`config.mk`:
```
export PLATFORM = sky130hd
export DESIGN_NAME = ysyx_25030093_trap_seq
export DESIGN_NICKNAME = d
export VERILOG_FILES = /design/src/rtl/ysyx_25030093_csr_pkg.sv /design/src/rtl/ysyx_25030093_mstatus_upd.sv /design/src/rtl/ysyx_25030093_trap_seq.sv
export SDC_FILE = /design/constraint.sdc
export NUM_CORES = 1
export LEC_CHECK = 0
export CORE_MARGIN = 5
export CORE_UTILIZATION = 34
export CTS_BUF_LIST = sky130_fd_sc_hd__clkbuf_4
export CTS_CLUSTER_DIAMETER = 100
export DETAILED_ROUTE_END_ITERATION = 8
export GPL_ROUTABILITY_DRIVEN = 0
export PLACE_DENSITY = 0.84
export RECOVER_POWER = 25
export SYNTH_ARGS = -nofsm -noshare
export SYNTH_HDL_FRONTEND = slang
export SYNTH_SLANG_ARGS = --single-unit
```
`constraint.sdc`:
```
create_clock -name clk -period 3.1 [get_ports clk]
set_input_delay 0.62 -clock clk [delete_from_list [all_inputs] [get_ports clk]]
set_output_delay 0.62 -clock clk [all_outputs]
set_load 0.005 [all_outputs]
```
`src/rtl/ysyx_25030093_csr_pkg.sv`:
```
// Shared CSR addresses, mstatus field positions and trap sequencer states.
package ysyx_25030093_csr_pkg;

    localparam logic [11:0] CSR_MSTATUS = 12'h300;
    localparam logic [11:0] CSR_MTVEC   = 12'h305;
    localparam logic [11:0] CSR_MEPC    = 12'h341;
    localparam logic [11:0] CSR_MCAUSE  = 12'h342;

    localparam int MSTATUS_MIE    = 3;
    localparam int MSTATUS_MPIE   = 7;
    localparam int MSTATUS_MPP_LO = 11;
    localparam int MSTATUS_MPP_HI = 12;

    typedef enum logic [2:0] {
        IDLE,
        E_EPC,
        E_CAUSE,
        E_STAT,
        E_JUMP,
        M_STAT,
        M_JUMP
    } trap_state_t;

    typedef enum logic {
        MODE_TRAP = 1'b0,
        MODE_RET  = 1'b1
    } mstat_mode_t;

endpackage

```
`src/rtl/ysyx_25030093_mstatus_upd.sv`:
```
// mstatus read-modify-write for trap entry (mode=0) and mret (mode=1).
module ysyx_25030093_mstatus_upd
    import ysyx_25030093_csr_pkg::*;
(
    input  logic        mode,
    input  logic [31:0] old_val,
    output logic [31:0] new_val
);

    always_comb begin
        new_val = old_val;
        new_val[MSTATUS_MPP_HI:MSTATUS_MPP_LO] = 2'b11;
        if (mode == MODE_RET) begin
            new_val[MSTATUS_MIE]  = old_val[MSTATUS_MPIE];
            new_val[MSTATUS_MPIE] = 1'b1;
        end else begin
            new_val[MSTATUS_MPIE] = old_val[MSTATUS_MIE];
            new_val[MSTATUS_MIE]  = 1'b0;
        end
    end

endmodule

```
`src/rtl/ysyx_25030093_trap_seq.sv`:
```
// Multi-cycle ecall/mret sequencer: one CSR write per cycle, then a redirect.
module ysyx_25030093_trap_seq
    import ysyx_25030093_csr_pkg::*;
#(
    parameter logic [31:0] MCAUSE_ECALL = 32'd11
) (
    input  logic        clk,
    input  logic        rst,
    input  logic        ecall_req,
    input  logic        mret_req,
    input  logic [31:0] cur_pc,
    output logic        trap_ack,
    output logic        busy,
    output logic        redirect_valid,
    output logic [31:0] redirect_pc,
    input  logic        sw_wen,
    input  logic [11:0] sw_addr,
    input  logic [31:0] sw_wdata,
    output logic        sw_ready,
    input  logic [11:0] sw_raddr,
    output logic [31:0] sw_rdata,
    output logic        csr_wen,
    output logic [11:0] csr_waddr,
    output logic [31:0] csr_wdata,
    output logic [11:0] csr_raddr,
    input  logic [31:0] csr_rdata
);

    trap_state_t state, state_nxt;
    logic [31:0] epc_q;
    logic        upd_mode;
    logic [31:0] mstat_new;

    ysyx_25030093_mstatus_upd u_mstatus_upd (
        .mode    (upd_mode),
        .old_val (csr_rdata),
        .new_val (mstat_new)
    );

    assign sw_rdata = csr_rdata;

    always_ff @(posedge clk or posedge rst) begin
        if (rst) begin
            state <= IDLE;
            epc_q <= 32'h0;
        end else begin
            state <= state_nxt;
            if (state == IDLE && ecall_req)
                epc_q <= cur_pc;
        end
    end

    // Outputs are held quiet while rst is high so a reset never acks or writes.
    always_comb begin
        state_nxt      = state;
        trap_ack       = 1'b0;
        busy           = 1'b0;
        redirect_valid = 1'b0;
        redirect_pc    = 32'h0;
        sw_ready       = 1'b0;
        csr_wen        = 1'b0;
        csr_waddr      = sw_addr;
        csr_wdata      = sw_wdata;
        csr_raddr      = sw_raddr;
        upd_mode       = MODE_TRAP;
        if (!rst) begin
            unique case (state)
                IDLE: begin
                    if (ecall_req) begin
                        trap_ack  = 1'b1;
                        busy      = 1'b1;
                        state_nxt = E_EPC;
                    end else if (mret_req) begin
                        trap_ack  = 1'b1;
                        busy      = 1'b1;
                        state_nxt = M_STAT;
                    end else begin
                        sw_ready = 1'b1;
                        csr_wen  = sw_wen;
                    end
                end
                E_EPC: begin
                    busy      = 1'b1;
                    csr_wen   = 1'b1;
                    csr_waddr = CSR_MEPC;
                    csr_wdata = epc_q;
                    state_nxt = E_CAUSE;
                end
                E_CAUSE: begin
                    busy      = 1'b1;
                    csr_wen   = 1'b1;
                    csr_waddr = CSR_MCAUSE;
                    csr_wdata = MCAUSE_ECALL;
                    state_nxt = E_STAT;
                end
                E_STAT: begin
                    busy      = 1'b1;
                    csr_raddr = CSR_MSTATUS;
                    csr_wen   = 1'b1;
                    csr_waddr = CSR_MSTATUS;
                    csr_wdata = mstat_new;
                    state_nxt = E_JUMP;
                end
                E_JUMP: begin
                    busy           = 1'b1;
                    csr_raddr      = CSR_MTVEC;
                    redirect_valid = 1'b1;
                    redirect_pc    = {csr_rdata[31:2], 2'b00};
                    state_nxt      = IDLE;
                end
                M_STAT: begin
                    busy      = 1'b1;
                    upd_mode  = MODE_RET;
                    csr_raddr = CSR_MSTATUS;
                    csr_wen   = 1'b1;
                    csr_waddr = CSR_MSTATUS;
                    csr_wdata = mstat_new;
                    state_nxt = M_JUMP;
                end
                M_JUMP: begin
                    busy           = 1'b1;
                    csr_raddr      = CSR_MEPC;
                    redirect_valid = 1'b1;
                    redirect_pc    = csr_rdata;
                    state_nxt      = IDLE;
                end
                default: state_nxt = IDLE;
            endcase
        end
    end

endmodule

```
== After elaboration in Yosys (flattened, before gate mapping) ==
Cells that the tools add are included.

* Register bits: 35
* Input port bits: 125
* Output and inout bits: 125
* Logic and storage cells: 48

* Equal/unequal tests: 7
* Mux-type cells: 31
* Bitwise logic cells: 1
* Reductions and logical operators: 7

{| class="wikitable"
|+ Operators by type and width
! cell !! number
|-
| 32-bit case mux with 3 select lines || 1
|-
| 12-bit case mux with 3 select lines || 2
|-
| 32-bit 2-to-1 mux || 2
|-
| 32-bit case mux with 2 select lines || 1
|-
| 12-bit 2-to-1 mux || 2
|-
| 1-bit 2-to-1 mux || 18
|-
| 3-bit case mux with 5 select lines || 1
|-
| 3-bit equality test, second input constant || 3
|-
| 3-bit by 2-bit equality test with 1-bit output, second input constant || 2
|-
| 3-bit 2-to-1 mux || 2
|-
| 6-bit OR reduction || 1
|-
| 1-bit case mux with 2 select lines || 2
|-
| 2-bit OR reduction || 2
|-
| 4-bit OR reduction || 1
|-
| 3-bit by 1-bit equality test with 1-bit output, second input constant || 1
|-
| 3-bit logical NOT || 1
|-
| 3-bit != test, second input constant || 1
|-
| 2-bit AND reduction || 1
|-
| 1-bit logical AND || 1
|-
| 1-bit inverter || 1
|}

== Longest topological paths before layout ==
* Depth in word-level cells: 6
* Mapped depth: 6
* Gate-level depth less buffers: 3

== Hierarchy ==
A second synthesis with hierarchy kept.

* Cells, all modules: 337
* Area total of the unflattened synthesis: 3304.4 µm²

{| class="wikitable"
|+ By module, submodules not included
! module !! instances !! cells each !! area an instance (µm²) !! seq. area each (µm²)
|-
| ysyx_25030093_trap_seq || 1 || 304 || 3061.7 || 875.8
|-
| ysyx_25030093_mstatus_upd || 1 || 33 || 242.7 || 0.0
|}

== Worst setup path before layout ==
Ideal clock, no wire load.

* Kind: input port to output port
* Start: input rst
* End: output busy
* Arrival: 2.078 ns
* Required time: 2.480 ns
* Path slack: 0.402 ns
* Stages: 5
* Path buffers: 2
* Cell sequence: clkbuf_1 clkbuf_1 inv_1 nand2_1 a21oi_1

* Longest elaborated chain between the ends: 1

{| class="wikitable"
|+ RTL lines
! item !! line !! RTL
|-
| start: declaration || ysyx_25030093_trap_seq.sv:8 || <nowiki>input logic rst,</nowiki>
|-
| 1-bit 2-to-1 mux || ysyx_25030093_trap_seq.sv:66 || <nowiki>if (!rst) begin</nowiki>
|-
| end: declaration || ysyx_25030093_trap_seq.sv:13 || <nowiki>output logic busy,</nowiki>
|}

Every way passes these cells.

== Worst setup path in the final report ==
* Start: register state[1]
* End: output csr_wdata[17]

* Longest elaborated chain between the ends: 4
* Elaborated cells between the ends (all ways): 7
* Classes of those cells: eq/ne (4); mux (2); reduce/logical (1)

{| class="wikitable"
|+ RTL lines
! item !! line !! RTL
|-
| start: declaration || ysyx_25030093_trap_seq.sv:29 || <nowiki>trap_state_t state, state_nxt;</nowiki>
|-
| start signal: assignment || ysyx_25030093_trap_seq.sv:47 || <nowiki>state <= state_nxt;</nowiki>
|-
| 3-bit equality test or 3-bit by 2-bit equality test with 1-bit output (tied branches) || ysyx_25030093_trap_seq.sv:67 || <nowiki>unique case (state)</nowiki>
|-
| 2-bit OR reduction (no line) || n/a ||
|-
| 32-bit case mux with 3 select lines (*) || ysyx_25030093_trap_seq.sv:67 ||
|-
| 32-bit 2-to-1 mux (*) || ysyx_25030093_trap_seq.sv:66 ||
|-
| end: declaration || ysyx_25030093_trap_seq.sv:24 || <nowiki>output logic [31:0] csr_wdata,</nowiki>
|}

Mark *: on every way between the ends. The rest lies on a longest branch, timed or not.

==> tab_implementation.tex <==
\begin{tabular}{lr}
\hline
Metric & Value \\
\hline
\multicolumn{2}{l}{\textbf{Synth}} \\
Synth warn & 0 \\
Cells after synthesis & slightly above 300 \\
Sequential share of the synthesized area & 0.2900 \\
Proportion of register bits with asynchronous set or reset after synthesis & 1.000 \\
Dominant cell type by area after synthesis & sky130\_fd\_sc\_hd\_\_dfrtp\_1 \\
Most common flop cell mapped by yosys & sky130\_fd\_sc\_hd\_\_dfrtp\_1 \\
Cell with the most instances after synthesis & sky130\_fd\_sc\_hd\_\_buf\_4 \\
EDFF count, synth & 0 \\
Leading cell types by count after synthesis & 40 x sky130\_fd\_sc\_hd\_\_buf\_4, 35 x sky130\_fd\_sc\_hd\_\_dfrtp\_1, 32 x sky130\_fd\_sc\_hd\_\_and2\_1 \\
Mean instance size in the synthesized netlist & about 9.8 µm² \\
Area fraction of the dominant cell type after synthesis & 0.2900 \\
Post-synthesis cell type count & 38 \\
Post-synthesis instance area & a little over 0.003 mm² \\
Post-Synthesis Net Count & roughly 430 \\
Synth top area cells & sky130\_fd\_sc\_hd\_\_dfrtp\_1 29\%, sky130\_fd\_sc\_hd\_\_mux2\_1 12\%, sky130\_fd\_sc\_hd\_\_mux2\_2 12\% \\
Post-synthesis sequential element count & 35 \\
\multicolumn{2}{l}{\textbf{Floorplanning}} \\
Die extent in x & between 100 and 150 µm \\
Die area & roughly 0.011 mm² \\
Die outline height & 104.3 µm \\
I/O pin total & 250 \\
Area of the core & roughly 0.0087 mm² \\
Placement Rows & 34 \\
Initial Util & 0.3480 \\
\multicolumn{2}{l}{\textbf{Routing}} \\
Via count & approximately 3300 \\
Average routed wire per standard cell & $\sim$18 µm \\
Total Wirelength & $\sim$12000 µm \\
DRC errors left & 0 \\
Detailed Route Iter0 Violations & between 100 and 150 \\
Antenna-violating nets left & 0 \\
Number of iterations in the first detailed-routing pass & 4 \\
Vias per inst & approximately 5.1 \\
\multicolumn{2}{l}{\textbf{Place}} \\
Worst slack at placement & about 0.031 ns \\
Cell count after placement & approximately 620 \\
Number of buffers inserted by port buffering & 249 \\
Final HPWL from detailed placement & 9196 µm \\
\multicolumn{2}{l}{\textbf{Critical path}} \\
Total buffers and inverters traversed by the critical path & 4 \\
CP Class & reg -> out \\
Data arrival time of the critical path & 2.40 ns \\
Number of cells on the critical path & 7 \\
Worst setup SP type & flop \\
Kind of end point of the critical path & output port \\
Cell chain of the critical path & buf\_12 > xor2\_4 > buf\_12 > buf\_4 > a32o\_1 > mux2\_1 > clkdlybuf4s50\_1 \\
Most numerous cell on the critical path & sky130\_fd\_sc\_hd\_\_buf\_12 \\
Master of the slowest instance on the critical path & sky130\_fd\_sc\_hd\_\_dfrtp\_2 \\
Cell family with the largest share of critical-path delay & buffers and inverters \\
Highest fanout seen on the critical path & 14 \\
CP Data Required Time & about 2.5 ns \\
R2r worst-path depth & 5 \\
CP max stage delay & about 0.45 ns \\
\multicolumn{2}{l}{\textbf{GRT}} \\
Final global-route overflow total & 0 \\
Largest net degree at the start of global routing & 31 \\
Total Routing Usage GR & 0.2022 \\
Via count of the first global-routing pass & roughly 3600 \\
Wire length of the first global-routing pass & 18150 µm \\
Number of antenna violations at the first check in global routing & 0 \\
\multicolumn{2}{l}{\textbf{STA}} \\
RSZ-0062 raised after global routing & yes \\
Worst slew margin relative to its limit & 0.1817 \\
Setup violations, final & 0 \\
Final Hold Vio Count & 0 \\
Highest Clock Rate & about 0.33 GHz \\
Min Clock Period, post-route & roughly 3 ns \\
Final period utilization & 0.9734 \\
Final Worst Setup Slack & roughly 0.082 ns \\
Worst Skew & between 0.006 and 0.007 ns \\
Slew @ Worst Pin & 1.227 ns \\
Final max-slew violation count & 0 \\
\multicolumn{2}{l}{\textbf{Cells and area}} \\
Area occupied by multi-input gates & around 0.0018 mm² \\
Share of final-layout standard cells stronger than drive strength 1 & 0.1391 \\
Final Net Count & between 600 and 700 \\
Area growth from synthesis to layout & 87.78\% \\
Number of filler instances in the final layout & 716 \\
Share of the core filled with cells in the final layout & 0.6535 \\
Footprint of the flip-flops and latches & 879.6 µm² \\
Non-filler instance count after layout & 640 \\
Count of inserted antenna diode cells & 0 \\
\multicolumn{2}{l}{\textbf{Pwr}} \\
Leakage power figure & between 2 and 2.5 nW \\
PwrDens & $\sim$670 mW/mm² \\
Final Power & 3.818 mW \\
Worst IR Drop VDD & between 0.0003 and 0.0004 V \\
\multicolumn{2}{l}{\textbf{Clocking}} \\
Number of H-tree levels & 2 \\
Total clock buffers created by CTS & 5 \\
Clock latency reported for the late side of the worst-skew pair & $\sim$0.32 ns \\
Number of clock sinks & 35 \\
CTS tree & done \\
Clock-pin slew reported for the worst setup and hold paths after clock tree synthesis & approximately 0.10 ns \\
CTS Buffer Depth & 2 \\
Buffer type at the clock tree root & sky130\_fd\_sc\_hd\_\_clkbuf\_4 \\
Number of hold buffers added after cts & 0 \\
\multicolumn{2}{l}{\textbf{Hold path}} \\
Class of the tightest hold or removal check & reg -> reg \\
Number of stages on the worst hold path & 1 \\
\multicolumn{2}{l}{\textbf{Status}} \\
Result of the run & completed \\
\multicolumn{2}{l}{\textbf{Run}} \\
Max Cap Viol & 0 \\
\hline
\end{tabular}
[routing by layer]
layer / share of wire / global-route usage / vias up
li1: - / - / 1531
met2: 0.53 / 0.3734 / 163
met3: 0.071 / 0.05897 / 14
met5: 0 / 0 / -
met4: 0.014 / 0.05920 / 0
met1: 0.38 / 0.2221 / 1547
[registers in the layout (all words and copies together) (netlist names)]
register / flops
epc_q: 32
state: 3
[metrics by stage]
stage | cell area, µm² | hold WS (ns) | setup TNS [ns]
after floorplan | 3020 | 0.4541 | 0
after global placement | 5431 | 0.4701 | 0
after detailed placement | 5431 | 0.4722 | 0
after CTS | 5558 | 0.4960 | 0
after global routing | 5672 | 0.5134 | -0.1468
final | 5672 | 0.4884 | 0
[worst register-to-register path, stage by stage, from the launching register on]
cell	delay [ns]
sky130_fd_sc_hd__dfrtp_2	0.56
sky130_fd_sc_hd__buf_4	0.29
sky130_fd_sc_hd__nor3_1	0.26
sky130_fd_sc_hd__and2_0	0.98
sky130_fd_sc_hd__buf_12	0.25
sky130_fd_sc_hd__mux2_1	0.34
[cells in the final DEF, fill, tap and decap left out, types with 2 or more instances in the layout]
cell,netlist,routed
sky130_fd_sc_hd__or2_2,2,2
sky130_fd_sc_hd__inv_1,3,2
sky130_fd_sc_hd__nor3_1,3,3
sky130_fd_sc_hd__buf_12,0,8
sky130_fd_sc_hd__o31ai_1,2,2
sky130_fd_sc_hd__and2_1,32,31
sky130_fd_sc_hd__nand2b_1,3,2
sky130_fd_sc_hd__or2_1,2,2
sky130_fd_sc_hd__o22ai_1,2,2
sky130_fd_sc_hd__clkinv_1,0,3
sky130_fd_sc_hd__mux2_2,31,31
sky130_fd_sc_hd__dlymetal6s2s_1,0,3
sky130_fd_sc_hd__a21oi_1,6,6
sky130_fd_sc_hd__clkbuf_4,0,6
sky130_fd_sc_hd__o2bb2ai_1,2,2
sky130_fd_sc_hd__dfrtp_1,35,32
sky130_fd_sc_hd__mux2_1,31,31
sky130_fd_sc_hd__buf_4,40,13
sky130_fd_sc_hd__nand2b_4,1,2
sky130_fd_sc_hd__clkdlybuf4s50_1,0,243
sky130_fd_sc_hd__nor2b_1,17,17
sky130_fd_sc_hd__dfrtp_2,0,3
sky130_fd_sc_hd__nor3b_4,0,2
sky130_fd_sc_hd__dlygate4sd2_1,0,3
sky130_fd_sc_hd__nor2_1,6,6
sky130_fd_sc_hd__clkbuf_1,9,2
sky130_fd_sc_hd__a22o_1,2,2
sky130_fd_sc_hd__o21ai_0,11,11
sky130_fd_sc_hd__nand2_1,12,12
sky130_fd_sc_hd__a2bb2oi_1,4,4
sky130_fd_sc_hd__a32o_1,26,26
sky130_fd_sc_hd__and3_1,3,3
[cells by family (layout without fill, tap and decap cells)]
| kind of cell | Yosys count | count (layout) | share of synthesized area |
|---|---|---|---|
| simple gates | 87 | 87 | 0.1719 |
| buf+inv | 63 | 286 | 0.1367 |
| mux | 62 | 62 | 0.2311 |
| compound gates | 61 | 61 | 0.1649 |
| flops | 35 | 35 | 0.2900 |
| xor+xnor | 1 | 1 | 0.005387 |
[cell type report]
type,instances,area share
Timing Repair Buffer,275,0.4990
Multi-Input combinational cell,211,0.3108
Sequential cell,35,0.1551
Tap cell,108,0.02383
Clock buffer,6,0.007942
Inverter,3,0.001985
Clock inverter,2,0.001324
[what timing repair did]
action / CTS / global route
cloned: 1 / 1
setup buffers: 2 / 6
setup endpoints to repair: 14 / 26
gates resized for setup: 10 / 7
pin swaps: 1 / 1
[power breakdown]
group          switching (mW)  internal, mW
clock                   0.140        0.0928
combinational            1.07          1.65
sequential              0.172         0.693
[worst paths after layout]
kind | startpoint | end | slack [ns]
worst max-delay path | state[1] | csr_wdata[17] | 0.08
worst min-delay path | epc_q[1] | epc_q[1] | 0.49
worst max register to register | state[0] | epc_q[10] | 0.30
worst min register to register | epc_q[1] | epc_q[1] | 0.49
max in group asynchronous | rst | state[0] | 1.54
min in group asynchronous | rst | epc_q[26] | 0.89
Note: power is estimated with default switching activity, not from simulation.
==> patch 1: new RTL, config.mk and constraints unchanged <==
Register the output `redirect_pc`, with the module's reset; this adds one clock of latency there. The other outputs are not delayed to match.
--- a/src/rtl/ysyx_25030093_trap_seq.sv
+++ b/src/rtl/ysyx_25030093_trap_seq.sv
@@ -25,6 +25,8 @@
     output logic [11:0] csr_raddr,
     input  logic [31:0] csr_rdata
 );
+
+    logic [31:0] redirect_pc_d;
 
     trap_state_t state, state_nxt;
     logic [31:0] epc_q;
@@ -56,7 +58,7 @@
         trap_ack       = 1'b0;
         busy           = 1'b0;
         redirect_valid = 1'b0;
-        redirect_pc    = 32'h0;
+        redirect_pc_d  = 32'h0;
         sw_ready       = 1'b0;
         csr_wen        = 1'b0;
         csr_waddr      = sw_addr;
@@ -105,7 +107,7 @@
                     busy           = 1'b1;
                     csr_raddr      = CSR_MTVEC;
                     redirect_valid = 1'b1;
-                    redirect_pc    = {csr_rdata[31:2], 2'b00};
+                    redirect_pc_d  = {csr_rdata[31:2], 2'b00};
                     state_nxt      = IDLE;
                 end
                 M_STAT: begin
@@ -121,7 +123,7 @@
                     busy           = 1'b1;
                     csr_raddr      = CSR_MEPC;
                     redirect_valid = 1'b1;
-                    redirect_pc    = csr_rdata;
+                    redirect_pc_d  = csr_rdata;
                     state_nxt      = IDLE;
                 end
                 default: state_nxt = IDLE;
@@ -129,5 +131,13 @@
         end
     end
 
+    always_ff @(posedge clk or posedge rst) begin
+        if (rst) begin
+            redirect_pc <= '0;
+        end else begin
+            redirect_pc <= redirect_pc_d;
+        end
+    end
+
 endmodule
 
Check against the original RTL: not equivalent (Yosys sat finds a counterexample within 4 cycles, from zero or initial values and one cycle with rst high).
==> patch 1 against the original RTL <==
The run now ends with max-capacitance violations, max-slew violations left; power is 23% higher; sequential cell count grew 32; setup slack lost 0.011 ns; sequential share of layout area rose by 9.4 points; final area grew 19%; count of clock-buffer cells in the layout is 4 higher; routed wire length is 18% higher; clock skew increased by 0.014 ns; area after synthesis is 29% higher; via count rose by 8.8%; sequential power grew 50%; hold slack improved by 0.026 ns; largest power group unchanged; highest routed layer unchanged.
==> patch 1: results (changes against the original RTL) <==
status complete, but fails checks; failing checks max-capacitance violations, max-slew violations; Regs by FF count epc_q (32), redirect_pc (32), state (3); max_cap viols 1 (+1); layout cell share with drive strength beyond 1 0.231 (+0.0923); VDD IR-drop max 0.337 mV (-3.6%); Vias/cell 4.90 (-3.6%); initial DRC count 162 (+32%); latest clock arrival within the worst-skew pair 0.41 ns (+0.09 ns); H-tree Lvls 3 (+1); Distinct cells, synth 42 (+11%); Max stage delay cell, worst path clkdlybuf4s50_1; largest net degree at the start of global routing 38 (+23%); Post-Syn Nets 456 (+5.1%); most frequent cells after synthesis dfrtp_1, buf_4, mux2_2, and2_1, mux2_4; vias in the first global route 3770 (+6.0%); slowest cell delay on critical path 0.54 ns (+0.09 ns); sequential share of the synthesized area 0.430 (+0.140); Mapped Avg Cell Area 11.8 sq um (+20%); Placed Area 6340 sq um (+17%); Num CTS Buffers 9 (+4); nets@finish 701 (+6.9%); fin cells 723 (+13%); CP Max Fanout 9 (-5); Worst-Margin Slew 1.61 ns (+0.380 ns); Lkg Pwr 2.92 nW (+31%); Filler cells 950 (+33%); Slew Viols, Final 31 (+31); Worst Skew 0.0201 ns (+0.0137 ns); Multi-input gate area 1830 sq um (+3.9%)
## patch 1: changes by cell type after synthesis, moves of 6 or more
cell / unedited run / this run
dfrtp_1: 35 / 67
mux2_1: 31 / 1
nand2_1: 12 / 6
mux2_4: 0 / 27
buf_6: 2 / 8
## patch 1: layer usage
layer  vias up  wire length (um)  GRT usage
met5         -                 0          0
met3        16              1470     0.0751
met2       191              7090      0.336
met1      1706              4930      0.215
met4         0               285     0.0642
li1       1630                 -          -
## patch 1: cell families (layout without fill, tap and decap cells)
group           after synthesis  count (layout)  synth area share
simple gates                 76              76             0.121
flops                        67              67             0.430
compound gates               58              58             0.121
mux                          62              62             0.205
xor+xnor                      2               3           0.00450
other cells                   0               1                 0
buf+inv                      66             313             0.118
## patch 1: worst paths after layout
| path | endpoint | start | cells past startpoint | slack [ns] |
|---|---|---|---|---|
| max in group asynchronous | state[2] | rst | 5 | 0.43 |
| hold reg to reg | epc_q[30] | epc_q[30] | 1 | 0.51 |
| setup reg to reg | epc_q[12] | state[0] | 5 | 1.07 |
| min in group asynchronous | epc_q[3] | rst | 5 | 1.27 |
| setup / recovery | sw_ready | rst | 5 | 0.07 |
| hold / removal | epc_q[30] | epc_q[30] | 1 | 0.51 |
## patch 1: layout make-up
class / count / area share
repair buffers: 294 / 0.435
multi-input cells: 199 / 0.271
flip-flops and latches: 67 / 0.249
well taps: 143 / 0.0265
clock buffers: 10 / 0.0111
clock inverters: 4 / 0.00297
inverters: 5 / 0.00297
diodes: 1 / 0.000371
## patch 1: per-stage QoR
stage	hold slack, ns	total power [mW]	setup WS, ns
3_5_place_dp	0.486	3.91	-0.137
6_report	0.514	4.69	0.0714
3_3_place_gp	0.472	3.82	-0.124
4_1_cts	0.515	4.54	0.0245
2_1_floorplan	0.458	2.80	0.252
5_1_grt	0.538	5.00	-0.00298
## patch 1: repair_timing
action                                  CTS  global route
buffers inserted                         10            15
cloned                                    1             1
endpoints found under the setup margin   47             8
pin swaps                                 2             1
resized for setup                        34             7
hold buffers                              0             0
## patch 1: power groups by stage
stage | sequential [mW] | combinational (mW) | clock [mW]
floorplan | 1.26 | 1.54 | 0
global route | 1.33 | 3.16 | 0.517
global placement | 1.32 | 2.50 | 0
detailed placement | 1.34 | 2.57 | 0
CTS | 1.30 | 2.77 | 0.477
finish | 1.30 | 2.94 | 0.452
==> patch 2: new RTL, config.mk and constraints unchanged <==
Without the edit above. Change the package constant `MSTATUS_MPP_HI` from 12 to 24.
--- a/src/rtl/ysyx_25030093_csr_pkg.sv
+++ b/src/rtl/ysyx_25030093_csr_pkg.sv
@@ -9,7 +9,7 @@
     localparam int MSTATUS_MIE    = 3;
     localparam int MSTATUS_MPIE   = 7;
     localparam int MSTATUS_MPP_LO = 11;
-    localparam int MSTATUS_MPP_HI = 12;
+    localparam int MSTATUS_MPP_HI = 24;
 
     typedef enum logic [2:0] {
         IDLE,
Behaviour: not the same (a bounded check fails within 4 cycles, from zero or initial values and one cycle with rst high).
==> patch 2 against the original RTL <==
Global-route usage is 0.52 points lower; final area is 5.6% lower; sequential cell count stayed put; area after synthesis is 4.5% lower; setup slack worse by 0.029 ns; routed wire length is 7.3% lower; power is 13% lower; register-to-register slack better by 0.48 ns; highest routed layer unchanged.
==> patch 2: results (changes against the original RTL) <==
Layout non-clock buf frac 0.499 (about the same); Worst-Margin Slew 0.891 ns (-0.336 ns); WL final 10800 um (-7.3%); first-pass iteration count of the detailed router 5 (+1); start point of the worst hold path epc_q[26]; Avg WL per Cell 17.5 um (-3.6%); Arrival @ worst endpoint 2.43 ns (+0.03 ns); Mapped Avg Cell Area 9.78 sq um (about the same); PostCTS Resize Cnt 0 (-10); clock network area share 0.00864 (-0.000623); Seq area share 0.164 (+0.00866); largest net degree at the start of global routing 36 (+16%); bufs w/o clock 265 (-3.6%); Lkg Pwr 2.11 nW (-5.8%); initial DRC count 112 (-8.9%); Max stage delay cell, worst path clkdlybuf4s50_1; status finished, final reports clean; Placed Area 5280 sq um (-2.8%); most frequent cells after synthesis and2_1, dfrtp_1, buf_4, mux2_1, mux2_2; # placed instances 607 (-2.4%); area delta synth->final 85.6%; multi-input gate count 200 (-5.2%); worst setup path startpoint rst; Distinct cells, synth 42 (+11%); R2R Path Start state[2]; vias in the first global route 3297 (-7.3%); dpl ws -0.00626 ns (-0.0375 ns); Worst Skew 0.00963 ns (+0.00322 ns); Vias/cell 4.94 (-2.9%); Synth Cell Area 2890 sq um (-4.5%); VDD IR-drop max 0.342 mV (-2.3%); sequential share of the synthesized area 0.304 (+0.0136); slowest cell delay on critical path 0.47 ns (+0.02 ns); DP Wirelength 8860 um (-3.7%); Sw Share 0.364 (+0.00125); nets@finish 635 (-3.2%); CP Max Fanout 19 (+5)
patch 2: cell types whose count changed after synthesis, moves of 3 or more:
| cell | before | now |
|---|---|---|
| buf_4 | 40 | 34 |
| buf_2 | 9 | 6 |
| buf_6 | 2 | 6 |
| a32o_1 | 26 | 14 |
| a21o_1 | 0 | 3 |
| and2_1 | 32 | 39 |
| nor2b_1 | 17 | 10 |
| a22o_1 | 2 | 14 |
| mux2_2 | 31 | 19 |
| nand2b_1 | 3 | 6 |
patch 2: per-layer routing:
layer,up-vias,GRT usage,share of wire
li1,1444,-,-
met1,1418,0.206,0.34
met2,168,0.390,0.54
met3,6,0.0628,0.11
met4,0,0.0262,0.0053
met5,-,0,0
patch 2: power by group through the flow:
stage                     sequential (mW)  clock (mW)  combinational (mW)
after floorplan                     0.781           0                1.26
after global placement              0.832           0                2.20
after detailed placement            0.842           0                2.25
after CTS                           0.834       0.248                2.27
after global routing                0.871       0.267                2.45
final                               0.839       0.233                2.25
patch 2: critical path: cells and delay by family:
kind | cells | cell delay, ns
buffers and inverters | 4 | 1.28
muxes | 1 | 0.36
AOI/OAI and AO/OA | 1 | 0.15
patch 2: final timing paths:
path                                 endpoint  slack [ns]
worst max-delay path            csr_wdata[30]        0.05
worst min-delay path                epc_q[26]        0.50
worst max register to register       epc_q[6]        0.78
worst min register to register      epc_q[26]        0.50
max in group asynchronous            state[1]        1.36
min in group asynchronous            state[2]        1.13
patch 2: kinds of logic after synthesis:
| family | count (synthesis) | share of synthesized area |
|---|---|---|
| DFF | 35 | 0.304 |
| AOI/OAI and AO/OA | 60 | 0.167 |
| xor gates and xnor gates | 1 | 0.00564 |
| buffers and inverters | 60 | 0.140 |
| muxes | 50 | 0.195 |
| and+or+nand+nor | 89 | 0.189 |
